### src/rtl/or_unit_arbiter.sv
// or_unit_arbiter: shares one registered bitwise-OR unit among NREQ requesters.
// Requesters offer (a, b) over valid/ready. At most one pair is granted per
// cycle, a | b is captured in a single result register, and the result leaves
// tagged with the requester index over a downstream valid/ready handshake.
//
// Build option: define OR_ARB_FIXED_PRIO_EN for fixed priority (lowest index
// wins, no round-robin pointer). Default build is round-robin.
//
// Output stage FSM:
//   state   | meaning
//   S_EMPTY | result register holds nothing, res_valid = 0
//   S_FULL  | result register holds an unconsumed result, res_valid = 1
module or_unit_arbiter #(
  parameter int NREQ  = 4,
  parameter int WIDTH = 8,
  localparam int IDW  = $clog2(NREQ)
) (
  input  logic                  clk,
  input  logic                  reset,
  input  logic [NREQ-1:0]       req_valid,
  input  logic [NREQ*WIDTH-1:0] req_a,
  input  logic [NREQ*WIDTH-1:0] req_b,
  output logic [NREQ-1:0]       req_ready,
  output logic                  res_valid,
  input  logic                  res_ready,
  output logic [WIDTH-1:0]      res_data,
  output logic [IDW-1:0]        res_id,
  output logic                  busy
);

  typedef enum logic {
    S_EMPTY = 1'b0,
    S_FULL  = 1'b1
  } state_t;

  state_t            state_q, state_d;
  logic [WIDTH-1:0]  res_data_q, res_data_d;
  logic [IDW-1:0]    res_id_q, res_id_d;

  logic [IDW-1:0]    scan_base;
  logic              grant_found;
  logic [IDW-1:0]    grant_idx;
  logic [WIDTH-1:0]  grant_or;
  logic              can_accept;
  logic              xfer;

  // Position `off` steps after `base`, wrapping modulo NREQ (NREQ need not be a power of two).
  function automatic logic [IDW-1:0] scan_pos(input logic [IDW-1:0] base, input int off);
    int p;
    p = int'(base) + off;
    if (p >= NREQ) p = p - NREQ;
    return IDW'(p);
  endfunction

`ifdef OR_ARB_FIXED_PRIO_EN
  assign scan_base = '0;
`else
  logic [IDW-1:0] rr_ptr_q, rr_ptr_d;

  assign scan_base = rr_ptr_q;

  // Pointer moves to the slot after the winner, only when a transfer happens.
  always_comb begin
    rr_ptr_d = rr_ptr_q;
    if (xfer) begin
      rr_ptr_d = (grant_idx == IDW'(NREQ - 1)) ? '0 : grant_idx + 1'b1;
    end
  end

  // Round-robin pointer register.
  always_ff @(posedge clk) begin
    if (reset) begin
      rr_ptr_q <= '0;
    end else begin
      rr_ptr_q <= rr_ptr_d;
    end
  end
`endif

  // Find the first valid requester starting at scan_base, wrapping around.
  always_comb begin
    grant_found = 1'b0;
    grant_idx   = '0;
    for (int k = 0; k < NREQ; k++) begin
      if (!grant_found && req_valid[scan_pos(scan_base, k)]) begin
        grant_found = 1'b1;
        grant_idx   = scan_pos(scan_base, k);
      end
    end
  end

  // Select the winner's operand pair and OR it.
  always_comb begin
    grant_or = '0;
    for (int i = 0; i < NREQ; i++) begin
      if (grant_idx == IDW'(i)) begin
        grant_or = req_a[i*WIDTH +: WIDTH] | req_b[i*WIDTH +: WIDTH];
      end
    end
  end

  assign can_accept = (state_q == S_EMPTY) || res_ready;

  // One-hot grant, suppressed during reset and while the result is stalled.
  always_comb begin
    req_ready = '0;
    if (!reset && can_accept && grant_found) begin
      req_ready[grant_idx] = 1'b1;
    end
  end

  assign xfer = |(req_valid & req_ready);

  // Output-stage next state: load on transfer, drain on res_ready, else hold.
  always_comb begin
    state_d    = state_q;
    res_data_d = res_data_q;
    res_id_d   = res_id_q;
    case (state_q)
      S_EMPTY: begin
        if (xfer) state_d = S_FULL;
      end
      S_FULL: begin
        if (xfer) begin
          state_d = S_FULL;
        end else if (res_ready) begin
          state_d = S_EMPTY;
        end
      end
      default: state_d = S_EMPTY;
    endcase
    if (xfer) begin
      res_data_d = grant_or;
      res_id_d   = grant_idx;
    end
  end

  // Output-stage registers.
  always_ff @(posedge clk) begin
    if (reset) begin
      state_q    <= S_EMPTY;
      res_data_q <= '0;
      res_id_q   <= '0;
    end else begin
      state_q    <= state_d;
      res_data_q <= res_data_d;
      res_id_q   <= res_id_d;
    end
  end

  assign res_valid = (state_q == S_FULL);
  assign busy      = res_valid;
  assign res_data  = res_data_q;
  assign res_id    = res_id_q;

endmodule

### config.mk
export PLATFORM = sky130hd
export DESIGN_NAME = or_unit_arbiter
export DESIGN_NICKNAME = d
export VERILOG_FILES = /design/src/rtl/or_unit_arbiter.sv
export SDC_FILE = /design/constraint.sdc
export NUM_CORES = 1
export LEC_CHECK = 0
export ABC_AREA = 1
export BUFFER_PORTS_ARGS = -buffer_cell sky130_fd_sc_hd__buf_2
export CORE_ASPECT_RATIO = 2
export CORE_MARGIN = 1.5
export CORE_UTILIZATION = 36
export CTS_CLUSTER_DIAMETER = 50
export DETAILED_ROUTE_END_ITERATION = 6
export PLACE_DENSITY = 0.76
export SLEW_MARGIN = 20
export SYNTH_ARGS = -nofsm -noshare
export SYNTH_HDL_FRONTEND = slang
export SYNTH_SLANG_ARGS = --single-unit
### constraint.sdc
create_clock -name clk -period 2.45 [get_ports clk]
set_clock_uncertainty 0.05 [all_clocks]
set_input_delay 0.245 -clock clk [delete_from_list [all_inputs] [get_ports clk]]
set_output_delay 0.245 -clock clk [all_outputs]
set_load 0.02 [all_outputs]
==> results of run 1 <==
flip-flops by register name, indices dropped and copies added, names as in the netlist:
| register | cells |
|---|---|
| busy | 1 |
| res_data | 8 |
| rr_ptr_q | 2 |
| res_id | 2 |
cell usage after synthesis (all sizes together):
master and instances:
or2 1, o21bai 1, nand4 6, o211ai 1, buf 5, nor3 7
and2 1, nor2 16, ha 4, a21oi 6, inv 14, nand2 41
nand3 12, o21ai 44, dfxtp 13, clkinv 1, clkbuf 3, o31ai 8
worst min-delay path by stage:
stage	start	endpoint	slack, ns	depth (start not counted)
3_5_place_dp	res_data[6]	res_data[6]	0.41	2
6_report	reset	res_data[6]	0.20	2
5_1_grt	reset	res_data[6]	0.21	2
2_1_floorplan	reset	busy	0.26	1
3_3_place_gp	res_data[6]	res_data[6]	0.41	2
4_1_cts	reset	rr_ptr_q[0]	0.20	2
worst max-delay path: stages, from the launching register on:
cell	delay, ns
dfxtp_4	0.40
buf_6	0.14
nand2_4	0.04
nand3_2	0.07
nand2_2	0.07
buf_6	0.12
nor2_4	0.13
buf_4	0.12
nand4_1	0.12
nand2_2	0.14
inv_2	0.06
buf_6	0.12
ha_4	0.15
nand4_1	0.11
nand2_2	0.12
nor2_4	0.30
nand2_1	0.09
a21oi_1	0.17
kinds of logic (layout without fill, tap and decap cells):
family,count (synthesis),in the layout,share of synthesized area [%]
simple gates,84,84,34.8
compound gates,60,60,28.5
buf+inv,23,144,9.76
flops,13,13,22.6
fa+ha+maj,4,4,4.34
power by group through the flow:
stage                     combinational, uW  clock (uW)  sequential, uW
after global routing                   3530         201             350
final                                  3200         188             342
after global placement                 2330           0             341
after detailed placement               2360           0             344
after CTS                              2910         190             340
after floorplan                        1510           0             369
metal layers:
layer,track usage [%],vias to the layer above
met3,2.61,10
met1,27.2,809
met4,9.09,0
met2,47.7,59
li1,-,880
met5,0,-
area by class of cell:
cell class | instances | area [um2] | share of cell area (%)
Timing Repair Buffer | 125 | 805 | 38.0
Tap cell | 30 | 37.5 | 1.77
Clock buffer | 4 | 45.0 | 2.13
Inverter | 15 | 68.8 | 3.25
Sequential cell | 13 | 265 | 12.5
Multi-Input combinational cell | 148 | 897 | 42.4
per-stage QoR:
step | instance area [um2] | util (%) | hold WS, ns
floorplan | 1150 | - | 0.264
global placement | 1770 | 58.8 | 0.405
detailed placement | 1770 | 58.8 | 0.413
CTS | 2010 | 66.6 | 0.197
global route | 2120 | 70.3 | 0.214
finish | 2120 | 70.3 | 0.203
placed cells by master, fill, tap and decap left out, drive strengths merged:
| master | n |
|---|---|
| buf | 124 |
| or2 | 1 |
| o211ai | 1 |
| nand3 | 12 |
| nor3 | 7 |
| o31ai | 8 |
| nor2 | 16 |
| a21oi | 6 |
| o21ai | 44 |
| nand4 | 6 |
| ha | 4 |
| clkbuf | 5 |
| o21bai | 1 |
| clkinv | 1 |
| nand2 | 41 |
| dfxtp | 13 |
| inv | 14 |
| and2 | 1 |
what timing repair did:
action	CTS	global route
endpoints found under the hold margin	0	0
setup endpoints to repair	17	17
resized for setup	46	22
setup buffers	10	3
pin swaps	14	9
gates cloned	0	1
==> summary.txt, run 1 <==
Timing
  – Final worst setup slack: -0.143 ns
  – TNS Setup: -1.33 ns
  – Fmax: just under 0.4 GHz
  – Slew Limit Headroom: between 70% and 80%
  – Actual slew at the worst max-slew pin: 0.443 ns
  – Setup-failing EPs final: 16
  – RSZ-0062 raised after global routing: yes
  – Max-slew violations: 0
  – Tmin final: roughly 2.6 ns
  – Final-report hold violation count: 0
  – Period Utilization, post-route: 106%

Place
  – DP HPWL: approximately 3300 um
  – Worst slack, placed: -0.383 ns
  – Placed instance count: 317
  – Port buffer count: 86
  – Gpl congestion: about 0.89

Power
  – Max VDD drop: 1150 uV
  – Switching Share: 47.7%
  – Clk pwr share: 5.0%
  – Net switching power: about 1800 uW
  – Leak: between 0.001 and 0.0015 uW
  – Power per cell area: 1760 nW/um2
  – Combinational share of power: a little under nine tenths
  – Tot Pwr: 3730 uW
  – Internal power: ~2000 uW
  – Sequential share of power: 9.2%

Layout
  – Share of post-route cells with drive strength above 1: a little over half
  – Nets: around 380
  – Antenna diode count: 0
  – Fin cells: between 300 and 400
  – Area grow syn2layout: 83.6%
  – FILL cells: 277

Route
  – M1 wire length: between 1500 and 2000 um
  – DRT iter0 DRCs: 33
  – Final WL: 4490 um
  – DR WL met3: 147 um
  – Vias after detailed routing: around 1.8k
  – Drt pass-1 iters: 4
  – Routed wl met2: around 2700 um
  – WL/cell: between 10 and 15 um
  – Residual DRC count: 0
  – Top layer in use: met4
  – Vias per Instance: between 5 and 6
  – Final antenna-violating net count: 0

Synth
  – Syn_area_per_cell: 6.27 um2
  – Syn nets: 259
  – Number of library cell types mapped by synthesis: 26
  – Ys Warns: 0
  – Synth top area share: 22.6%
  – Register area share after synthesis: 22.6%
  – Area leader, netlist: dfxtp_1
  – Mapped Cells: about 180
  – Synth top area cells: dfxtp_1 (23%), o21ai_0 (19%), nand2_1 (11%), o31ai_1 (5.2%), nand3_1 (4.8%)
  – Synth Register Bits: 13
  – Synthesized area: approximately 1200 um2

Worst setup path
  – R2r setup slk: -0.14 ns
  – Worst setup SP type: register
  – Worst Setup EP: res_data[5]
  – CP Capture Type: register
  – CP Launch Point: rr_ptr_q[0]
  – Worst R2R End: res_data[5]
  – Reg2Reg Depth: 17
  – Critical path arrival: around 2.7 ns
  – Critical register-to-register path startpoint: rr_ptr_q[0]
  – WS Path Type: reg -> reg
  – Peak fanout along the critical path: 13
  – Required time worst endpoint: approximately 2.6 ns

Worst hold path
  – Worst min path class: in -> reg

Floorplan
  – I/O pin count: 87
  – Rows: 28
  – Die width: approximately 43 um
  – Area of the core: 3010 um2
  – Starting Density: between 30% and 40%
  – Die height: 83.1 um
  – Die area: between 3000 and 4000 um2

Run status
  – Status: finished, violations left
  – Failing checks: negative setup slack

Clock tree
  – CTS tree: done
  – CTS sink cnt: 13
  – Total CTS buffers: 3
  – CTS Root Buffer Type: clkbuf_8
  – Hold-fix buffer count after cts: 0
  – Clk slew on worst S/H paths: roughly 0.050 ns
  – Clock Tree Buf Depth: 2
  – H-tree Lvls: 1
  – Skew-Pair Late Insertion Delay: 0.24 ns

Global route
  – Grt ovf: 0
  – GRT Total Usage: 25.2%
  – Largest net degree at the start of global routing: 16
  – Vias in the first global route: about 1.7k
  – Initial antenna violation count: 0
  – First-pass GRT wire length: approximately 7200 um

Job
  – Max-cap violations: 0
Note: power is estimated with default switching activity, not from simulation.
==> inputs of run 2 (changes only) <==
CTS_CLUSTER_SIZE = 25   (was not set)
PLACE_DENSITY = not set   (was 0.76)
PLACE_DENSITY_LB_ADDON = 0.05   (was not set)
RECOVER_POWER = 100   (was not set)
==> run 2 against run 1 <==
Against the previous run:
- the flow still finishes with violations (negative setup slack)
- hold slack gained 0.0078 ns
- routed wire length shrank 5.4%
- sequential share of layout area shrank 0.48 points
- final cell count grew 1.2%
- highest routed layer unchanged
==> summary.txt, run 2 (synthesis results as in run 1) <==
Run status
  – Status: finished, violations left
  – Failing checks: negative setup slack

Worst setup path
  – Reg2Reg Depth: 19 (+2)
  – Critical path arrival: 2.24 ns (-0.47 ns)
  – WS Path Type: reg -> out
  – Required time worst endpoint: 2.15 ns (-0.42 ns)
  – Critical register-to-register path startpoint: rr_ptr_q[0]
  – Worst setup SP type: register
  – R2r setup slk: -0.08 ns (+0.06 ns)
  – Peak fanout along the critical path: 6 (-7)
  – CP Capture Type: output pin
  – CP Launch Point: rr_ptr_q[0]
  – Worst R2R End: res_data[0]
  – Worst Setup EP: req_ready[1]

Power
  – Power per cell area: 1890 nW/um2 (+6.9%)
  – Tot Pwr: 4150 uW (+11%)
  – Leak: 0.00107 uW (-2.6%)
  – Max VDD drop: 1310 uV (+14%)

Route
  – Vias after detailed routing: 1699 (-3.4%)
  – Vias per Instance: 5.01 (-4.5%)
  – WL/cell: 12.5 um (-6.6%)
  – Drt pass-1 iters: 4 (unchanged)
  – Final WL: 4250 um (-5.4%)
  – DRT iter0 DRCs: 38 (+15%)
  – Residual DRC count: 0 (unchanged)
  – Final antenna-violating net count: 0 (unchanged)

Clock tree
  – Hold-fix buffer count after cts: 0 (unchanged)
  – Clock Tree Buf Depth: 2 (unchanged)
  – Clk slew on worst S/H paths: 0.06 ns (about the same)
  – CTS Root Buffer Type: clkbuf_8
  – CTS sink cnt: 13 (unchanged)
  – CTS tree: done
  – Total CTS buffers: 3 (unchanged)
  – Skew-Pair Late Insertion Delay: 0.24 ns (about the same)
  – H-tree Lvls: 1 (unchanged)

Timing
  – RSZ-0062 raised after global routing: yes
  – Setup-failing EPs final: 16 (unchanged)
  – Hold slack: 0.211 ns (+0.00783 ns)
  – Final worst setup slack: -0.0838 ns (+0.0594 ns)
  – TNS Setup: -0.850 ns (+0.477 ns)
  – Tmin final: 2.53 ns (-0.0594 ns)
  – Max-slew violations: 0 (unchanged)
  – Final-report hold violation count: 0 (unchanged)
  – Actual slew at the worst max-slew pin: 0.460 ns (+0.0167 ns)
  – Slew Limit Headroom: 69.4% (-1.1 points)
  – Fmax: 0.395 GHz (+2.3%)
  – Period Utilization, post-route: 103% (-2.4 points)

Job
  – Max-cap violations: 0 (unchanged)

Global route
  – Initial antenna violation count: 0 (unchanged)
  – Grt ovf: 0 (unchanged)
  – GRT Total Usage: 24.6% (-0.66 points)
  – Vias in the first global route: 1693 (+0.71%)
  – Largest net degree at the start of global routing: 12 (-4)
  – First-pass GRT wire length: 7000 um (-3.2%)

Layout
  – Most frequent cells in the layout: buf_2 (71), nand2_1 (27), buf_4 (25), o21ai_1 (24), buf_6 (19)
  – Max FFs per register: 8 (unchanged)
  – Nets: 385 (+1.0%)
  – Antenna diode count: 0 (unchanged)
  – Commonest non-fill, non-tap cell in the layout: buf_2
  – Post-Route Utilization: 73.1% (+2.8 points)
  – Share of post-route cells with drive strength above 1: 54.7% (-0.062 points)
  – Area grow syn2layout: 90.9%
  – FILL cells: 276 (-0.36%)

Floorplan
  – Die width: 43.0 um (unchanged)
  – Area of the core: 3010 um2 (unchanged)
  – Rows: 28 (unchanged)
  – Die height: 83.1 um (unchanged)
  – I/O pin count: 87 (unchanged)
  – Starting Density: 38.3% (unchanged)
  – Die area: 3570 um2 (unchanged)

Worst hold path
  – Worst min path class: in -> reg

Place
  – DP HPWL: 3330 um (+0.66%)
  – Port buffer count: 86 (unchanged)
  – Gpl congestion: 0.847 (-5.3%)
==> run 2: final cells by class <==
type | count | area, um2 | area share, %
timing repair buffer | 129 | 842 | 38.2
clock buffer | 4 | 45.0 | 2.05
inverter | 15 | 68.8 | 3.13
sequential | 13 | 265 | 12.0
multi-input combinational | 148 | 943 | 42.8
tap | 30 | 37.5 | 1.70
==> run 2: worst max-delay path, cell delays in order (launching register included) <==
cell and delay [ns]:
dfxtp_4 0.40, buf_6 0.14, nand2_4 0.06, nand3_4 0.06
nand2_2 0.06, buf_6 0.11, nor2_4 0.11, nand2_1 0.06
o211ai_1 0.18, nand2_2 0.11, buf_6 0.13, ha_4 0.17
buf_4 0.14, inv_2 0.04, nor2_1 0.04, buf_4 0.16
==> run 2: worst min path at each step <==
stage                startpoint           to  slack, ns  cells past startpoint
finish                    reset         busy       0.21                      2
global route              reset  rr_ptr_q[0]       0.22                      2
CTS                       reset  rr_ptr_q[0]       0.21                      2
detailed placement  res_data[5]  res_data[5]       0.40                      2
global placement    res_data[6]  res_data[6]       0.40                      2
floorplan                 reset         busy       0.26                      1
==> run 2: repair_timing <==
action                                  in CTS  in global routing
resized for setup                           72                 33
pin swaps                                   22                 24
buffers inserted                             7                  8
endpoints found under the setup margin      17                 17
gates cloned                                 0                  1
==> run 2: through the flow <==
| stage | instances | area, um2 | setup WS, ns |
|---|---|---|---|
| final | 339 | 2200 | -0.0838 |
| after detailed placement | 320 | 1790 | -0.316 |
| after CTS | 330 | 2050 | -0.134 |
| after global placement | 320 | 1790 | -0.266 |
| after floorplan | 184 | 1150 | 0.00393 |
| after global routing | 339 | 2200 | -0.320 |
==> run 2: where the power goes <==
part / internal, uW / switching [uW]
logic: 1810 / 1810
clock network: 115 / 80.0
registers: 285 / 55.4
total: 2210 / 1940
==> run 2: metal layers <==
metal  share of wire (%)  GRT usage (%)  routed length [um]  vias to the layer above
met5                   0              0                   0                        -
met1                  33           24.2                1400                      728
met4                 2.2           11.6                  94                        0
met3                 5.3           1.30                 223                       10
li1                    -              -                   -                      886
met2                  59           48.2                2530                       75
==> inputs of run 3 (changes only) <==
CORE_MARGIN = 2   (was 1.5)
==> run 3 against run 2 <==
Against the previous run:
- the flow still finishes with violations (negative setup slack)
- count of clock-buffer cells in the layout did not move
- critical path depth stayed put
- hold slack better by 0.011 ns
- via count is 5.3% higher
- cell area increased by 3.6%
- critical path type unchanged
==> summary.txt, run 3 (synthesis results as in run 1) <==
Layout
  – Max FFs per register: 8 (unchanged)
  – Post-Route Utilization: 73.1% (about the same)
  – Antenna diode count: 0 (unchanged)
  – FILL cells: 281 (+1.8%)
  – Commonest non-fill, non-tap cell in the layout: buf_2
  – Nets: 389 (+1.0%)
  – Most frequent cells in the layout: buf_2 (71), buf_4 (39), nand2_1 (23), o21ai_0 (18), o21ai_1 (17)
  – Share of post-route cells with drive strength above 1: 59.4% (+4.7 points)
  – Fin cells: 344 (+1.5%)
  – Area grow syn2layout: 97.8%

Worst setup path
  – Largest stage delay on the critical path: 0.38 ns (-0.02 ns)
  – Peak fanout along the critical path: 8 (+2)
  – Worst setup SP type: register
  – CP Capture Type: output pin
  – Critical path arrival: 2.26 ns (+0.02 ns)
  – Reg2Reg Depth: 18 (-1)
  – Cell mode on critical path: nand2_2
  – WS Path Type: reg -> out
  – Critical-path cell list: buf_6 -> nand2_2 -> nand2_2 -> nand2_2 -> nand2_4 -> nor2_4 -> nand2_2 -> o211ai_1 -> nand2_2 -> inv_4 -> ha_4 -> clkinv_4 -> buf_6 -> nor2_4 -> buf_6
  – Critical Path Stages: 15 (unchanged)
  – Delay-heaviest family, CP: simple AND/OR/NAND/NOR gates
  – Buffers & Inverters on Critical Path: 5 (-1)
  – Slowest cell on the critical path: dfxtp_4
  – Required time worst endpoint: 2.15 ns (about the same)

Timing
  – Tmin final: 2.56 ns (+0.0231 ns)
  – Period Utilization, post-route: 104% (+0.94 points)
  – Final worst setup slack: -0.107 ns (-0.0231 ns)
  – Setup-failing EPs final: 17 (+1)
  – Final-report hold violation count: 0 (unchanged)
  – Slew Limit Headroom: 67.3% (-2.0 points)
  – RSZ-0062 raised after global routing: yes
  – Fmax: 0.391 GHz (-0.90%)
  – Max-slew violations: 0 (unchanged)
  – Actual slew at the worst max-slew pin: 0.490 ns (+0.0303 ns)

Global route
  – Largest net degree at the start of global routing: 16 (+4)
  – First-pass GRT wire length: 7320 um (+4.6%)
  – Grt ovf: 0 (unchanged)
  – GRT Total Usage: 25.9% (+1.4 points)
  – Initial antenna violation count: 0 (unchanged)
  – Vias in the first global route: 1740 (+2.8%)

Clock tree
  – Total CTS buffers: 3 (unchanged)
  – Clk slew on worst S/H paths: 0.06 ns (about the same)
  – Skew-Pair Late Insertion Delay: 0.24 ns (about the same)
  – Clock Tree Buf Depth: 2 (unchanged)
  – Hold-fix buffer count after cts: 0 (unchanged)
  – CTS sink cnt: 13 (unchanged)
  – CTS Root Buffer Type: clkbuf_8
  – H-tree Lvls: 1 (unchanged)
  – CTS tree: done

Floorplan
  – I/O pin count: 87 (unchanged)
  – Area of the core: 3120 um2 (+3.6%)
  – Die width: 44.0 um (+2.3%)
  – Die area: 3700 um2 (+3.6%)
  – Rows: 29 (+3.6%)
  – Starting Density: 37.0% (-1.3 points)
  – Die height: 84.1 um (+1.2%)

Power
  – Clk pwr share: 4.5% (-0.2 points)
  – Net switching power: 2090 uW (+7.8%)
  – Combinational share of power: 87.4% (+0.3 points)
  – Switching Share: 49.1% (+2.3 points)
  – Sequential share of power: 8.1% (about the same)
  – Max VDD drop: 1250 uV (-4.8%)
  – Power per cell area: 1870 nW/um2 (-0.88%)
  – Leak: 0.00111 uW (+3.5%)
  – Internal power: 2170 uW (-1.7%)

Worst hold path
  – Hold path depth: 4 (+2)
  – Worst min path class: in -> reg

Run status
  – Failing checks: negative setup slack
  – Status: finished, violations left

Route
  – WL/cell: 13.6 um (+8.7%)
  – DRT iter0 DRCs: 20 (-47%)
  – Drt pass-1 iters: 4 (unchanged)
  – Residual DRC count: 0 (unchanged)
  – Vias after detailed routing: 1789 (+5.3%)
  – Final antenna-violating net count: 0 (unchanged)
  – Final WL: 4690 um (+10%)
  – Vias per Instance: 5.20 (+3.8%)

Place
  – Gpl congestion: 0.899 (+6.0%)
  – Port buffer count: 86 (unchanged)
  – Placed instance count: 329 (+2.8%)
  – DP HPWL: 3570 um (+7.4%)

Job
  – Max-cap violations: 0 (unchanged)
## run 3: cell types whose count changed in the layout (fill, tap and decap cells not counted), moves of 2 or more
| cell | previous run | this run |
|---|---|---|
| nand2_2 | 12 | 15 |
| buf_4 | 25 | 39 |
| buf_6 | 19 | 12 |
| nand2_1 | 27 | 23 |
| o31ai_1 | 7 | 2 |
| o21ai_1 | 24 | 17 |
| buf_12 | 2 | 0 |
| nor2_2 | 3 | 0 |
| nor2_1 | 8 | 12 |
| o21ai_4 | 0 | 3 |
| o31ai_2 | 1 | 5 |
| o21ai_0 | 14 | 18 |
## run 3: repair_timing
item / CTS / global route
pin swaps: 22 / 24
setup endpoints to repair: 17 / 17
buffers inserted: 9 / 4
resized for setup: 75 / 37
## run 3: layer usage
metal	GRT usage (%)	vias up	routed length [um]	share of wire, %
met1	23.8	800	1430	31
met2	48.7	77	2750	59
met5	0	-	0	0
met4	15.7	0	246	5.3
li1	-	894	-	-
met3	4.11	18	256	5.5
## run 3: layout make-up
| class | instances | area (um2) | area share (%) |
|---|---|---|---|
| Timing Repair Buffer | 133 | 825 | 36.1 |
| Sequential cell | 13 | 265 | 11.6 |
| Tap cell | 31 | 38.8 | 1.70 |
| Inverter | 15 | 73.8 | 3.23 |
| Multi-Input combinational cell | 148 | 1030 | 45.3 |
| Clock buffer | 4 | 45.0 | 1.97 |
## run 3: worst register-to-register path, cell delays in order, from the launching register on
cell and delay (ns):
dfxtp_4 0.41, buf_6 0.15, nand2_2 0.06, nand2_2 0.08, nand2_2 0.08, nand2_4 0.08
o21bai_2 0.08, or2_4 0.24, nand3_4 0.11, buf_6 0.12, ha_4 0.13, inv_2 0.04
nor2_4 0.19, o21ai_1 0.09, nand3_1 0.12, o31ai_4 0.08, o21ai_2 0.18, o21ai_4 0.07
nor2_1 0.11
## run 3: worst paths after layout
kind | start | slack, ns | end
max reg2reg | rr_ptr_q[0] | -0.11 | res_data[4]
min reg2reg | res_data[5] | 0.42 | res_data[5]
max | rr_ptr_q[0] | -0.11 | req_ready[2]
min | res_ready | 0.22 | busy
## run 3: power by group through the flow
stage | Sequential (uW) | Clock (uW) | Combinational (uW)
2_1_floorplan | 369 | 0 | 1510
3_3_place_gp | 319 | 0 | 2570
3_5_place_dp | 322 | 0 | 2590
4_1_cts | 344 | 198 | 3220
5_1_grt | 353 | 206 | 4030
6_report | 345 | 193 | 3730
## run 3: through the flow
step | cell area, um2 | TNS [ns] | hold WS (ns) | setup slack [ns] | power (uW)
detailed placement | 1850 | -2.32 | 0.415 | -0.386 | 2910
CTS | 2130 | -0.375 | 0.215 | -0.0731 | 3760
global route | 2280 | -2.76 | 0.225 | -0.219 | 4590
floorplan | 1150 | 0 | 0.264 | 0.00393 | 1880
finish | 2280 | -0.941 | 0.222 | -0.107 | 4260
global placement | 1850 | -2.29 | 0.409 | -0.386 | 2890
